[src/rtl/y86_imem_loader.sv]
// Byte-stream loader for the y86 instruction memory: sync, address, length, data.
// Optional trailing XOR checksum byte when LOADER_CHECKSUM_EN is defined.
module y86_imem_loader #(
  parameter int MEM_DEPTH = 1024,
  parameter int ADDR_W    = 10
) (
  input  logic              clk_i,
  input  logic              rst_n_i,
  input  logic              byte_valid_i,
  input  logic [7:0]        byte_i,
  output logic              byte_ready_o,
  output logic              mem_we_o,
  output logic [ADDR_W-1:0] mem_addr_o,
  output logic [7:0]        mem_data_o,
  output logic              cpu_rst_n_o,
  output logic              done_o,
  output logic              err_o,
  output logic [2:0]        dbg_state_o
);

  // Handshake: a byte transfers on the rising edge where byte_valid_i && byte_ready_o.
  typedef enum logic [2:0] {
    S_SYNC  = 3'd0,
    S_ADDR0 = 3'd1,
    S_ADDR1 = 3'd2,
    S_LEN0  = 3'd3,
    S_LEN1  = 3'd4,
    S_DATA  = 3'd5,
`ifdef LOADER_CHECKSUM_EN
    S_CSUM  = 3'd6,
`endif
    S_DONE  = 3'd7
  } state_t;

  localparam logic [16:0] LP_DEPTH = 17'(MEM_DEPTH);

  state_t            r_state;
  logic              r_ready;
  logic              r_we;
  logic [ADDR_W-1:0] r_mem_addr;
  logic [7:0]        r_mem_data;
  logic              r_cpu_rst_n;
  logic              r_done;
  logic              r_err;
  logic [15:0]       r_addr;
  logic [15:0]       r_len;
  logic [15:0]       r_cnt;
`ifdef LOADER_CHECKSUM_EN
  logic [7:0]        r_csum;
`endif

  logic              w_accept;
  logic [15:0]       w_len_full;
  logic [16:0]       w_end;
  logic              w_range_err;
  logic [ADDR_W-1:0] w_wr_addr;
  logic              w_last;

  assign w_accept    = byte_valid_i & r_ready;
  assign w_len_full  = {byte_i, r_len[7:0]};
  // 17-bit sum so a load that runs past 64 KiB cannot wrap into range.
  assign w_end       = {1'b0, r_addr} + {1'b0, w_len_full};
  assign w_range_err = (w_end > LP_DEPTH);
  assign w_wr_addr   = ADDR_W'(r_addr) + ADDR_W'(r_cnt);
  assign w_last      = (r_cnt == (r_len - 16'd1));

  always_ff @(posedge clk_i or negedge rst_n_i) begin
    if (!rst_n_i) begin
      r_state     <= S_SYNC;
      r_ready     <= 1'b0;
      r_we        <= 1'b0;
      r_mem_addr  <= '0;
      r_mem_data  <= '0;
      r_cpu_rst_n <= 1'b0;
      r_done      <= 1'b0;
      r_err       <= 1'b0;
      r_addr      <= '0;
      r_len       <= '0;
      r_cnt       <= '0;
`ifdef LOADER_CHECKSUM_EN
      r_csum      <= '0;
`endif
    end else begin
      r_ready <= 1'b1;
      r_we    <= 1'b0;
      if (w_accept) begin
        case (r_state)
          S_SYNC, S_DONE: begin
            if (byte_i == 8'hA5) begin
              r_state     <= S_ADDR0;
              r_done      <= 1'b0;
              r_err       <= 1'b0;
              r_cpu_rst_n <= 1'b0;
              r_cnt       <= '0;
`ifdef LOADER_CHECKSUM_EN
              r_csum      <= '0;
`endif
            end
          end
          S_ADDR0: begin
            r_addr[7:0] <= byte_i;
            r_state     <= S_ADDR1;
          end
          S_ADDR1: begin
            r_addr[15:8] <= byte_i;
            r_state      <= S_LEN0;
          end
          S_LEN0: begin
            r_len[7:0] <= byte_i;
            r_state    <= S_LEN1;
          end
          S_LEN1: begin
            r_len <= w_len_full;
            r_cnt <= '0;
            if (w_range_err) begin
              r_err   <= 1'b1;
              r_state <= S_SYNC;
            end else if (w_len_full == 16'd0) begin
`ifdef LOADER_CHECKSUM_EN
              r_state <= S_CSUM;
`else
              r_state     <= S_DONE;
              r_done      <= 1'b1;
              r_cpu_rst_n <= 1'b1;
`endif
            end else begin
              r_state <= S_DATA;
            end
          end
          S_DATA: begin
            r_we       <= 1'b1;
            r_mem_addr <= w_wr_addr;
            r_mem_data <= byte_i;
            r_cnt      <= r_cnt + 16'd1;
`ifdef LOADER_CHECKSUM_EN
            r_csum     <= r_csum ^ byte_i;
`endif
            if (w_last) begin
`ifdef LOADER_CHECKSUM_EN
              r_state <= S_CSUM;
`else
              r_state     <= S_DONE;
              r_done      <= 1'b1;
              r_cpu_rst_n <= 1'b1;
`endif
            end
          end
`ifdef LOADER_CHECKSUM_EN
          S_CSUM: begin
            if (byte_i == r_csum) begin
              r_state     <= S_DONE;
              r_done      <= 1'b1;
              r_cpu_rst_n <= 1'b1;
            end else begin
              r_err   <= 1'b1;
              r_state <= S_SYNC;
            end
          end
`endif
          default: r_state <= S_SYNC;
        endcase
      end
    end
  end

  assign byte_ready_o = r_ready;
  assign mem_we_o     = r_we;
  assign mem_addr_o   = r_mem_addr;
  assign mem_data_o   = r_mem_data;
  assign cpu_rst_n_o  = r_cpu_rst_n;
  assign done_o       = r_done;
  assign err_o        = r_err;
  assign dbg_state_o  = r_state;

endmodule
[config.mk]
export PLATFORM = sky130hd
export DESIGN_NAME = y86_imem_loader
export DESIGN_NICKNAME = d
export VERILOG_FILES = /design/src/rtl/y86_imem_loader.sv
export SDC_FILE = /design/constraint.sdc
export NUM_CORES = 1
export LEC_CHECK = 0
export BUFFER_PORTS_ARGS = -buffer_cell sky130_fd_sc_hd__buf_2
export CORE_UTILIZATION = 65
export DETAILED_ROUTE_END_ITERATION = 7
export GPL_TIMING_DRIVEN = 0
export PLACE_DENSITY_LB_ADDON = 0.15
export SLEW_MARGIN = 20
export SYNTH_ARGS = -nofsm -noshare
export SYNTH_HDL_FRONTEND = slang
export SYNTH_SLANG_ARGS = --single-unit
[constraint.sdc]
create_clock -name clk_i -period 4.1 [get_ports clk_i]
set_clock_uncertainty 0.1 [all_clocks]
set_input_delay 0.41 -clock clk_i [delete_from_list [all_inputs] [get_ports clk_i]]
set_output_delay 0.41 -clock clk_i [all_outputs]
set_load 0.03 [all_outputs]
* Word-level counts from Yosys, hierarchy flattened
Cells that the tools add are included.
** Storage, ports and cells
- Register bits after elaboration :: 73
- Input port bits :: 11
- Output and inout bits :: 26
** Operators by class
- Add/sub/neg operators :: 4
- $lt $le $gt $ge :: 1
- Eq/ne operators :: 13
- Multiplexer cells :: 16
- Bitwise gates (word level) :: 1
- Reductions and logical operators :: 14
** Operators with widths (number)
- 16-bit one-hot mux with 3 select lines :: 1
- 3-bit one-hot mux with 6 select lines :: 1
- 16-bit by 16-bit adder with 17-bit output :: 1
- 17-bit by 11-bit greater-than comparator with 1-bit output (second input constant) :: 1
- 16-bit by 1-bit adder with 16-bit output (second input constant) :: 1
- 16-bit == test :: 1
- 16-bit zero test :: 1
- 16-bit 2-to-1 mux :: 1
- 16-bit by 1-bit subtractor with 16-bit output (second input constant) :: 1
- 10-bit adder :: 1
- 2-bit inequality test (second input constant) :: 5
- 2-bit AND reduction :: 5
- 3-bit == test (second input constant) :: 3
- 3-bit 2-to-1 mux :: 3
- 8-bit == test (second input constant) :: 1
- 1-bit 2-to-1 mux :: 7
- 3-bit by 2-bit == test with 1-bit output (second input constant) :: 2
- 3-bit AND reduction :: 2
- 6-bit AND reduction :: 1
- 4-bit AND reduction :: 1
- 3-bit by 1-bit == test with 1-bit output (second input constant) :: 1
- 3-bit zero test :: 1
- 1-bit one-hot mux with 3 select lines :: 1
- 3-bit nonzero test :: 1
- 5 further kinds :: 5

* Depth between registers and ports, before layout
Gate-level depths: netlist of the first run.
- Depth after elaboration :: 4
- Depth in mapped cells :: 11
- Depth with buffers taken out :: 11

* Least setup slack after synthesis of the first run
OpenSTA, ideal clock, no wires.
- Path kind :: register -> register
- From :: reg r_len[0]
- To :: reg r_state[1] (netlist: dbg_state_o[1])
- Setup time :: 92 ps
- Arrival time :: 2598 ps
- Required time :: 3908 ps
- Path slack :: 1310 ps
- Stages on the path, launching flop included :: 11
- Buffers on the path :: 0
- Period minus slack after synthesis :: 2790 ps
- Path through :: dfrtp_1 ha_1 fa_1 a211oi_2 xnor2_1 nor4b_1 o221ai_1 o41ai_1 and4b_1 nand3_2 o31ai_2
** On the way
- Longest elaborated chain between the ends :: 4
** Ends and longest elaborated chain
- start, declared :: line 46 : logic [15:0] r_len;
- start signal, assigned :: line 109 : r_len[7:0] <= byte_i;
- start signal, assigned :: line 113 : r_len <= w_len_full;
- 16-bit by 16-bit adder with 17-bit output (tied with other cells) :: line 62 : assign w_end = {1'b0, r_addr} + {1'b0, w_len_full};
- 17-bit by 11-bit greater-than comparator with 1-bit output (tied with other cells) :: line 63 : assign w_range_err = (w_end > LP_DEPTH);
- 3-bit 2-to-1 mux or 2-bit inequality test (tied branches)
- 3-bit one-hot mux with 6 select lines or 3-bit AND reduction (tied branches)
- end signal, assigned :: line 69 : r_state <= S_SYNC;
- end signal, assigned :: line 90 : r_state <= S_ADDR0;
- end signal, assigned :: line 117 : r_state <= S_SYNC;
- end, declared :: line 37 : state_t r_state;
Parallel ways exist; a longest one is shown, timed or not.
A chain may end at the register's enable or synchronous reset.

* Final worst setup path of the first run
Ends and elaborated chain as after synthesis.

==> metrics.yaml, run 1 <==
cts_setup_buffers: 0
tightest_slew_ps: 778
place_inst: 623
postRouteAntennaNets: 0
end_kind: "flip-flop"
synth-compound-area-share_pct: 15.4
crit_slowest_cell: "dfrtp_1"
viasPerCell: 6.36
gr-total-overflow: 0
min_period_ps: 3340
post-route-drc-count: 0
seq_area_mm2: 0.00183
syn_nets: 530
fp.dieW_um: 87.6
synth_top_family_by_area: "simple AND/OR/NAND/NOR gates"
setup_viol: 0
multi_input_area_mm2: 0.00280
ys_seq_area_share_pct: 38.4
synth_ff_type: "dfrtp_1"
fin_ws_ps: 763
cts.sink_count: 73
n_antenna_cell: 0
cts_tree: "yes"
wl_per_cell_um: 18.7
critPathLaunchType: "flip-flop"
cts_resized: 0
synth_edf_count: 0
place_hpwl_mm: 8.39
power.density_mw_per_mm2: 739
core_area_mm2: 0.00694
cp_data_required_time_ps: 4240
ir_drop_v: 0.000528
drv_slew: 0
ys_types: 61
grt_pass1_vias: 3927
wirelength_mm: 11.9
fillers: 485
critical-path-top-delay-family: "compound AO/OA/AOI/OAI gates"
syn_inst: 490
status: "finished, final reports clean"
gp_congestion: 0.947
drt_iter0_drc: 293
clkLatencyLatePin_ps: 350
ios: 37
hp-class: "input pin to flip-flop"
synth_top_cell_by_area: "dfrtp_1"
antenna_found_initial: 0
p_leak_nw: 2.44
synth_fa_ha_area_share_pct: 7.94
fin_cells: 640
drive_gt1_share_pct: 20.6
hold-path-cell-count: 3
cts-buffers-inserted: 9
layout.nets: 579
synth_common_cells: "dfrtp_1 (73), nand2_1 (41), nor2_1 (40)"
grt_max_degree: 61
critical_path_class: "flip-flop to flip-flop"
grt_pass1_wl_mm: 19.3
drt_first_pass_iters: 6
netlist_area_mm2: 0.00476
relSlewSlack_pct: 47.9
async_flop_share_pct: 100
post-route-period-util_pct: 81.4
synth.most_common_cell: "dfrtp_1"
syn_avg_cell_area_um2: 9.71
path_depth: 10
dieArea_mm2: 0.00767
synth-seq-cells: 73
path_buf_inv: 0
grt_usage_pct: 33.7
hold_viol: 0
maxCapViolCount: 0
power_w: 0.00396
root_buffer: "clkbuf_8"
tns_ps: 0
rows: 30
cp_cell_sequence: "ha_1 -> fa_1 -> a211oi_2 -> xnor2_1 -> nor4b_1 -> o221ai_1 -> o41ai_1 -> and4b_1 -> nand3_2 -> o31ai_2"
synthSimpleGateAreaFrac_pct: 17.2
clk_pin_slew_ps: 70
die_h_um: 87.6
cp_max_fo: 5
max_freq_mhz: 300
postCtsHoldBufs: 1
synth.area.top_cells: "dfrtp_1 (38%), mux2_2 (9.2%), ha_1 (7.1%)"
ff2ff_path_depth: 10
areaGrowthSynthToFinish_pct: 12.5
post-place-ws_ps: 902
synthMuxAreaShare_pct: 9.44
num_vias: 4069
start_util_pct: 68.5
clockBufferDepth: 2
yosys_warnings: 0
critPathArrivalTime_ps: 3480
cpPeakStageDelay_ps: 460
synth_xor_xnor_area_share_pct: 8.84
io_buffers: 36
rsz0062_at_grt: "false"
htreeDepth: 3
synth_top_area_share_pct: 38.4
[tightest hold or removal path: cells and delay by family]
family | cells | cell delay [ps]
AOI/OAI and AO/OA | 1 | 70
buffers and inverters | 1 | 160
and+or+nand+nor | 1 | 70
[worst paths after layout]
kind,from,endpoint,slack [ps]
max reg2reg,r_len[0]$_DFFE_PN0P_,dbg_state_o[1]$_DFFE_PN0P_,760
min reg2reg,mem_addr_o[2]$_DFFE_PN0P_,mem_addr_o[2]$_DFFE_PN0P_,380
min in group asynchronous,rst_n_i,mem_addr_o[2]$_DFFE_PN0P_,360
min,byte_i[1],r_addr[1]$_DFFE_PN0P_,310
max,r_len[0]$_DFFE_PN0P_,dbg_state_o[1]$_DFFE_PN0P_,760
max in group asynchronous,rst_n_i,r_addr[15]$_DFFE_PN0P_,2990
[state kept, by name (all words and copies together), names as in the netlist]
signal and flops:
mem_data_o 8, mem_we_o 1, mem_addr_o 10, done_o 1, r_cnt 16, byte_ready_o 1, r_len 16, r_addr 16
err_o 1, dbg_state_o 3
[stage by stage]
step / hold WS (ps) / area, um2 / utilization [%]
finish: 312 / 5350 / 77.1
detailed placement: 179 / 5090 / 73.3
global route: 323 / 5350 / 77.1
floorplan: 14.4 / 4760 / -
CTS: 303 / 5350 / 77.1
global placement: 360 / 5060 / 72.8
[power by group]
part	switching (W)	total [W]	internal, W	leakage (nW)
Sequential	0.000273	0.00123	0.000957	0.953
Clock	0.000266	0.000705	0.000439	0.127
Combinational	0.00118	0.00202	0.000836	1.36
Total	0.00172	0.00396	0.00223	2.44
[layout by cell type, fill, tap and decap left out, types with 25 or more instances in the layout]
master and n:
dfrtp_1 73, nand2_1 41, nor2_1 40, mux2_2 39
buf_2 35, xnor2_1 30, ha_1 27, a21oi_1 26
o21ai_0 25
[area by class of cell]
type                    count  share of cell area [%]
plain buffers              16                    1.19
inverters                  18                    1.26
well taps                  96                    2.24
clock inverters             4                    1.85
clock buffers              12                    2.90
multi-input cells         383                    52.3
repair buffers             38                    4.12
flip-flops and latches     73                    34.1
[per-layer routing]
| metal | up-vias | track usage (%) | part of all wire [%] | routed length [um] |
|---|---|---|---|---|
| met1 | 1981 | 44.1 | 42 | 4990 |
| li1 | 1869 | - | - | - |
| met3 | 23 | 7.07 | 7.0 | 837 |
| met4 | 0 | 12.8 | 1.9 | 231 |
| met5 | - | 0 | 0 | 0 |
| met2 | 196 | 55.3 | 49 | 5880 |
[kinds of logic (layout without fill, tap and decap cells)]
| logic type | after synthesis | in the layout |
|---|---|---|
| other | 1 | 1 |
| flip-flops | 73 | 73 |
| adder cells (fa/ha/maj) | 29 | 29 |
| multiplexers | 40 | 40 |
| buffers and inverters | 34 | 88 |
| XOR/XNOR | 48 | 48 |
| AO/OA/AOI/OAI | 108 | 108 |
| AND/OR/NAND/NOR | 157 | 157 |
Power figures use the tool's default switching activity.
==> run 2: changes to the inputs <==
--- a/config.mk
+++ b/config.mk
@@ -6,7 +6,7 @@
 export NUM_CORES = 1
 export LEC_CHECK = 0
 export BUFFER_PORTS_ARGS = -buffer_cell sky130_fd_sc_hd__buf_2
-export CORE_UTILIZATION = 65
+export CORE_UTILIZATION = 55
 export DETAILED_ROUTE_END_ITERATION = 7
 export GPL_TIMING_DRIVEN = 0
 export PLACE_DENSITY_LB_ADDON = 0.15
==> constraint.sdc (replaced) <==
create_clock -name clk_i -period 3 [get_ports clk_i]
set_clock_uncertainty 0.1 [all_clocks]
set_input_delay 0.3 -clock clk_i [delete_from_list [all_inputs] [get_ports clk_i]]
set_output_delay 0.3 -clock clk_i [all_outputs]
set_load 0.03 [all_outputs]
==> metrics.yaml, run 2 (synthesized netlist as in run 1, its figures left out) <==
cp_cell_sequence: "ha_4 -> fa_2 -> a211oi_4 -> buf_4 -> o211ai_1 -> o21ai_0 -> o221ai_1 -> o41ai_2 -> and4b_2 -> nand3_2 -> o31ai_2"
reg2reg_setup_slack_ps: 20
grt_pass1_vias: 3680
cts.sink_count: 73
wirelength_mm: 11.2
tightest_slew_ps: 728
drt_iter0_drc: 163
crit_slowest_cell: "dfrtp_2"
status: "finished, final reports clean"
power_w: 0.00553
cts_tree: "yes"
r2r-start: "r_len[0]$_DFFE_PN0P_"
hp-class: "input pin to flip-flop"
die_h_um: 95
final_util_pct: 66.1
place_hpwl_mm: 8.23
max_freq_mhz: 335
wl_per_cell_um: 17.0
areaGrowthSynthToFinish_pct: 15.3
final_cell_mix: "dfrtp_1 (72), nand2_1 (41), nor2_1 (39), mux2_2 (39), buf_2 (35)"
n_antenna_cell: 0
gp_congestion: 0.890
start_util_pct: 57.3
cp_data_required_time_ps: 3160
maxCapViolCount: 0
path_buf_inv: 1
cpPeakStageDelay_ps: 440
path_depth: 11
p_leak_nw: 2.47
fin_cells: 656
postRouteAntennaNets: 0
cts-buffers-inserted: 9
critPathArrivalTime_ps: 3140
drive_gt1_share_pct: 23.6
viasPerCell: 5.96
grt_pass1_wl_mm: 18.2
ir_drop_v: 0.000562
layout_commonest_cell: "dfrtp_1"
fillers: 665
ff2ff_path_depth: 11
gr-total-overflow: 0
fp.dieW_um: 95
dieArea_mm2: 0.00903
clockBufferDepth: 2
io_buffers: 36
antenna_found_initial: 0
post-route-period-util_pct: 99.4
min_period_ps: 2980
critPathLaunchType: "flip-flop"
worstSetupEndpoint: "dbg_state_o[2]$_DFFE_PN0P_"
num_vias: 3908
grt_usage_pct: 26.9
ios: 37
root_buffer: "clkbuf_8"
setup_viol: 0
clk_pin_slew_ps: 80
drv_slew: 0
power.density_mw_per_mm2: 1010
relSlewSlack_pct: 51.3
critical-path-top-delay-family: "compound AO/OA/AOI/OAI gates"
worstSetupStartpoint: "r_len[0]$_DFFE_PN0P_"
clkLatencyLatePin_ps: 350
rsz0062_at_grt: "true"
htreeDepth: 3
holdWs_ps: 184
layout.nets: 586
grt_max_degree: 52
rows: 33
post-route-drc-count: 0
hold_viol: 0
cp_max_fo: 3
drt_first_pass_iters: 5
core_area_mm2: 0.00830
end_kind: "flip-flop"
reg_top3: "r_addr x16, r_cnt x16, r_len x16"
place_inst: 632
rr_endpoint: "dbg_state_o[2]$_DFFE_PN0P_"
critical_path_class: "flip-flop to flip-flop"
tns_ps: 0
==> run 2: repair_timing <==
| item | CTS | global route |
|---|---|---|
| endpoints found under the hold margin | 22 | 0 |
| pin swaps | 11 | 7 |
| setup endpoints to repair | 5 | 5 |
| gates resized for setup | 9 | 6 |
| hold buffers | 1 | 0 |
| setup buffers | 7 | 0 |
==> run 2: worst min-delay path: stages <==
cell,delay [ps]
buf_2,160
nand2_1,70
o21ai_0,70
==> run 2: report_power, final <==
group          switching [W]  internal (W)  total [W]
clock network       0.000356      0.000574   0.000929
registers           0.000364       0.00131    0.00167
logic                0.00166       0.00126    0.00292
total                0.00238       0.00315    0.00553
==> run 2: cell type report <==
cell class / instances / area [um2] / share of cell area [%]
repair buffers: 45 / 273 / 4.97
inverters: 18 / 67.6 / 1.23
plain buffers: 16 / 63.8 / 1.16
clock buffers: 11 / 141 / 2.58
flip-flops and latches: 73 / 1830 / 33.3
multi-input cells: 383 / 2880 / 52.5
clock inverters: 5 / 103 / 1.87
well taps: 105 / 131 / 2.39
==> run 2: through the flow <==
stage               area [um2]  worst slack, ps
finish                    5490             18.5
global route              5490            -91.3
CTS                       5450            -19.8
detailed placement        5100             -310
global placement          5070             -277
floorplan                 4760              210
==> run 2: how the worst min path moves through the flow <==
stage / cells past startpoint / slack, ps / to / from
finish: 3 / 180 / r_addr[1]$_DFFE_PN0P_ / byte_i[1]
global route: 3 / 180 / r_addr[1]$_DFFE_PN0P_ / byte_i[1]
CTS: 3 / 180 / r_addr[1]$_DFFE_PN0P_ / byte_i[1]
detailed placement: 1 / 120 / mem_data_o[1]$_DFFE_PN0P_ / rst_n_i
global placement: 2 / 360 / mem_addr_o[2]$_DFFE_PN0P_ / mem_addr_o[2]$_DFFE_PN0P_
floorplan: 0 / -100 / byte_ready_o$_DFF_PN0_ / rst_n_i
==> run 2: metal layers <==
metal | track usage [%] | vias to the layer above | share of wire (%)
li1 | - | 1885 | -
met1 | 34.6 | 1866 | 46
met2 | 44.1 | 133 | 47
met3 | 6.52 | 24 | 5.0
met4 | 9.22 | 0 | 2.2
met5 | 0 | - | 0
==> run 3: changes to the inputs <==
--- a/config.mk
+++ b/config.mk
@@ -6,10 +6,11 @@
 export NUM_CORES = 1
 export LEC_CHECK = 0
 export BUFFER_PORTS_ARGS = -buffer_cell sky130_fd_sc_hd__buf_2
-export CORE_UTILIZATION = 55
+export CORE_MARGIN = 10
+export CORE_UTILIZATION = 40
 export DETAILED_ROUTE_END_ITERATION = 7
 export GPL_TIMING_DRIVEN = 0
-export PLACE_DENSITY_LB_ADDON = 0.15
+export PLACE_DENSITY = 0.67
 export SLEW_MARGIN = 20
 export SYNTH_ARGS = -nofsm -noshare
 export SYNTH_HDL_FRONTEND = slang
==> metrics.yaml, run 3 (synthesized netlist as in run 1, its figures left out) <==
reg_top3: "r_addr x16, r_cnt x16, r_len x16"
end_kind: "flip-flop"
hp-class: "input pin to flip-flop"
rows: 39
clk_pin_slew_ps: 60
status: "finished with violations"
violations: "setup timing"
critPathLaunchType: "flip-flop"
holdWs_ps: 226
hold_viol: 0
wl_per_cell_um: 17.2
core_area_mm2: 0.0115
ios: 37
min_period_ps: 3040
final_cell_mix: "dfrtp_1 (73), nand2_1 (41), nor2_1 (39), mux2_2 (39), buf_2 (35)"
post-route-drc-count: 0
cp_data_required_time_ps: 3140
seqPwrFrac_pct: 29.4
gp_congestion: 0.920
p_leak_nw: 2.51
p_clk_share_pct: 17.2
num_vias: 4011
clkLatencyLatePin_ps: 340
wirelength_mm: 12.0
cp_max_fo: 4
ir_drop_v: 0.000595
antenna_found_initial: 0
switching_share_pct: 43.3
n_antenna_cell: 0
layout.nets: 591
max_freq_mhz: 329
start_util_pct: 41.3
areaGrowthSynthToFinish_pct: 18.0
root_buffer: "clkbuf_16"
layout_commonest_cell: "dfrtp_1"
post-route-period-util_pct: 101
hold-path-cell-count: 3
rr_endpoint: "dbg_state_o[1]$_DFFE_PN0P_"
setup_viol: 1
relSlewSlack_pct: 52.5
drt_first_pass_iters: 5
tightest_slew_ps: 710
fin_cells: 697
maxCapViolCount: 0
final_util_pct: 48.8
gr-total-overflow: 0
clockBufferDepth: 2
grt_pass1_wl_mm: 20.0
power.internal_w: 0.00322
fp.dieW_um: 129
drt_iter0_drc: 272
fin_ws_ps: -36.4
drive_gt1_share_pct: 24.0
cts_tree: "yes"
min_from: "byte_i[3]"
viasPerCell: 5.75
postRouteAntennaNets: 0
place_hpwl_mm: 8.94
cts-buffers-inserted: 9
comb_power_share_pct: 53.4
grt_pass1_vias: 3922
ff2ff_path_depth: 9
critPathArrivalTime_ps: 3180
critical_path_class: "flip-flop to flip-flop"
r2r-start: "r_len[0]$_DFFE_PN0P_"
power.density_mw_per_mm2: 1010
die_h_um: 129
cts.sink_count: 73
rsz0062_at_grt: "true"
min_to: "r_len[11]$_DFFE_PN0P_"
grt_max_degree: 49
dieArea_mm2: 0.0167
switchingPower_w: 0.00246
drv_slew: 0
htreeDepth: 3
place_inst: 670
io_buffers: 36
reg2reg_setup_slack_ps: -40
grt_usage_pct: 14.8
==> run 3: cell types whose count changed in the layout (fill, tap and decap cells not counted), sizes merged <==
cell / delta
buf: +5
clkinv: -1
clkinvlp: -1
bufinv: -3
clkbuf: +3
==> run 3: final cells by class <==
| cell class | count | area, um2 |
|---|---|---|
| Buffer | 16 | 63.8 |
| Clock buffer | 14 | 264 |
| Fill cell | 1070 | 5900 |
| Inverter | 18 | 67.6 |
| Multi-Input combinational cell | 383 | 2900 |
| Sequential cell | 73 | 1830 |
| Tap cell | 143 | 179 |
| Timing Repair Buffer | 50 | 310 |
==> run 3: critical path, stage by stage (launching register included) <==
cell	delay (ps)
dfrtp_1	420
buf_4	170
nor3_1	420
nand2_1	200
xnor2_1	160
a2111oi_1	480
o2111ai_1	250
nor4_2	470
a21oi_1	190
o31ai_4	90
==> run 3: per-layer routing <==
| metal | vias to the layer above | global-route usage (%) | wire (um) |
|---|---|---|---|
| li1 | 1893 | - | - |
| met1 | 2007 | 19.7 | 5690 |
| met2 | 99 | 23.8 | 5640 |
| met3 | 12 | 4.04 | 610 |
| met4 | 0 | 2.68 | 85 |
| met5 | - | 0 | 0 |
==> run 3: how the worst max path moves through the flow <==
stage / to / from
floorplan: dbg_state_o[1]$_DFFE_PN0P_ / r_len[0]$_DFFE_PN0P_
global placement: dbg_state_o[1]$_DFFE_PN0P_ / r_len[0]$_DFFE_PN0P_
detailed placement: dbg_state_o[1]$_DFFE_PN0P_ / r_len[0]$_DFFE_PN0P_
CTS: dbg_state_o[1]$_DFFE_PN0P_ / r_addr[0]$_DFFE_PN0P_
global route: dbg_state_o[0]$_DFFE_PN0P_ / r_addr[0]$_DFFE_PN0P_
finish: dbg_state_o[1]$_DFFE_PN0P_ / r_len[0]$_DFFE_PN0P_
==> run 3: power by group through the flow <==
stage               Clock [W]  Combinational, W  Sequential, W
floorplan                   0           0.00190        0.00180
global placement            0           0.00262        0.00167
detailed placement          0           0.00268        0.00169
CTS                  0.000992           0.00285        0.00167
global route          0.00103           0.00335        0.00173
finish               0.000977           0.00303        0.00167
==> run 3: what timing repair did <==
| action | 4_1_cts | 5_1_grt |
|---|---|---|
| endpoints found under the hold margin | 25 | 0 |
| buffers inserted | 5 | 7 |
| resized for setup | 8 | 10 |
| setup endpoints to repair | 5 | 5 |
| gates cloned | 0 | 0 |
| pin swaps | 8 | 10 |
| hold buffers | 1 | 0 |
==> run 3: per-stage QoR <==
step	setup WS [ps]	power, W	area [um2]	TNS [ps]
final	-36.4	0.00569	5610	-36.4
after global routing	-136	0.00611	5610	-500
after CTS	-5.32	0.00551	5500	-5.32
after detailed placement	-293	0.00437	5150	-1050
after global placement	-227	0.00429	5120	-726
after floorplan	210	0.00370	4760	0
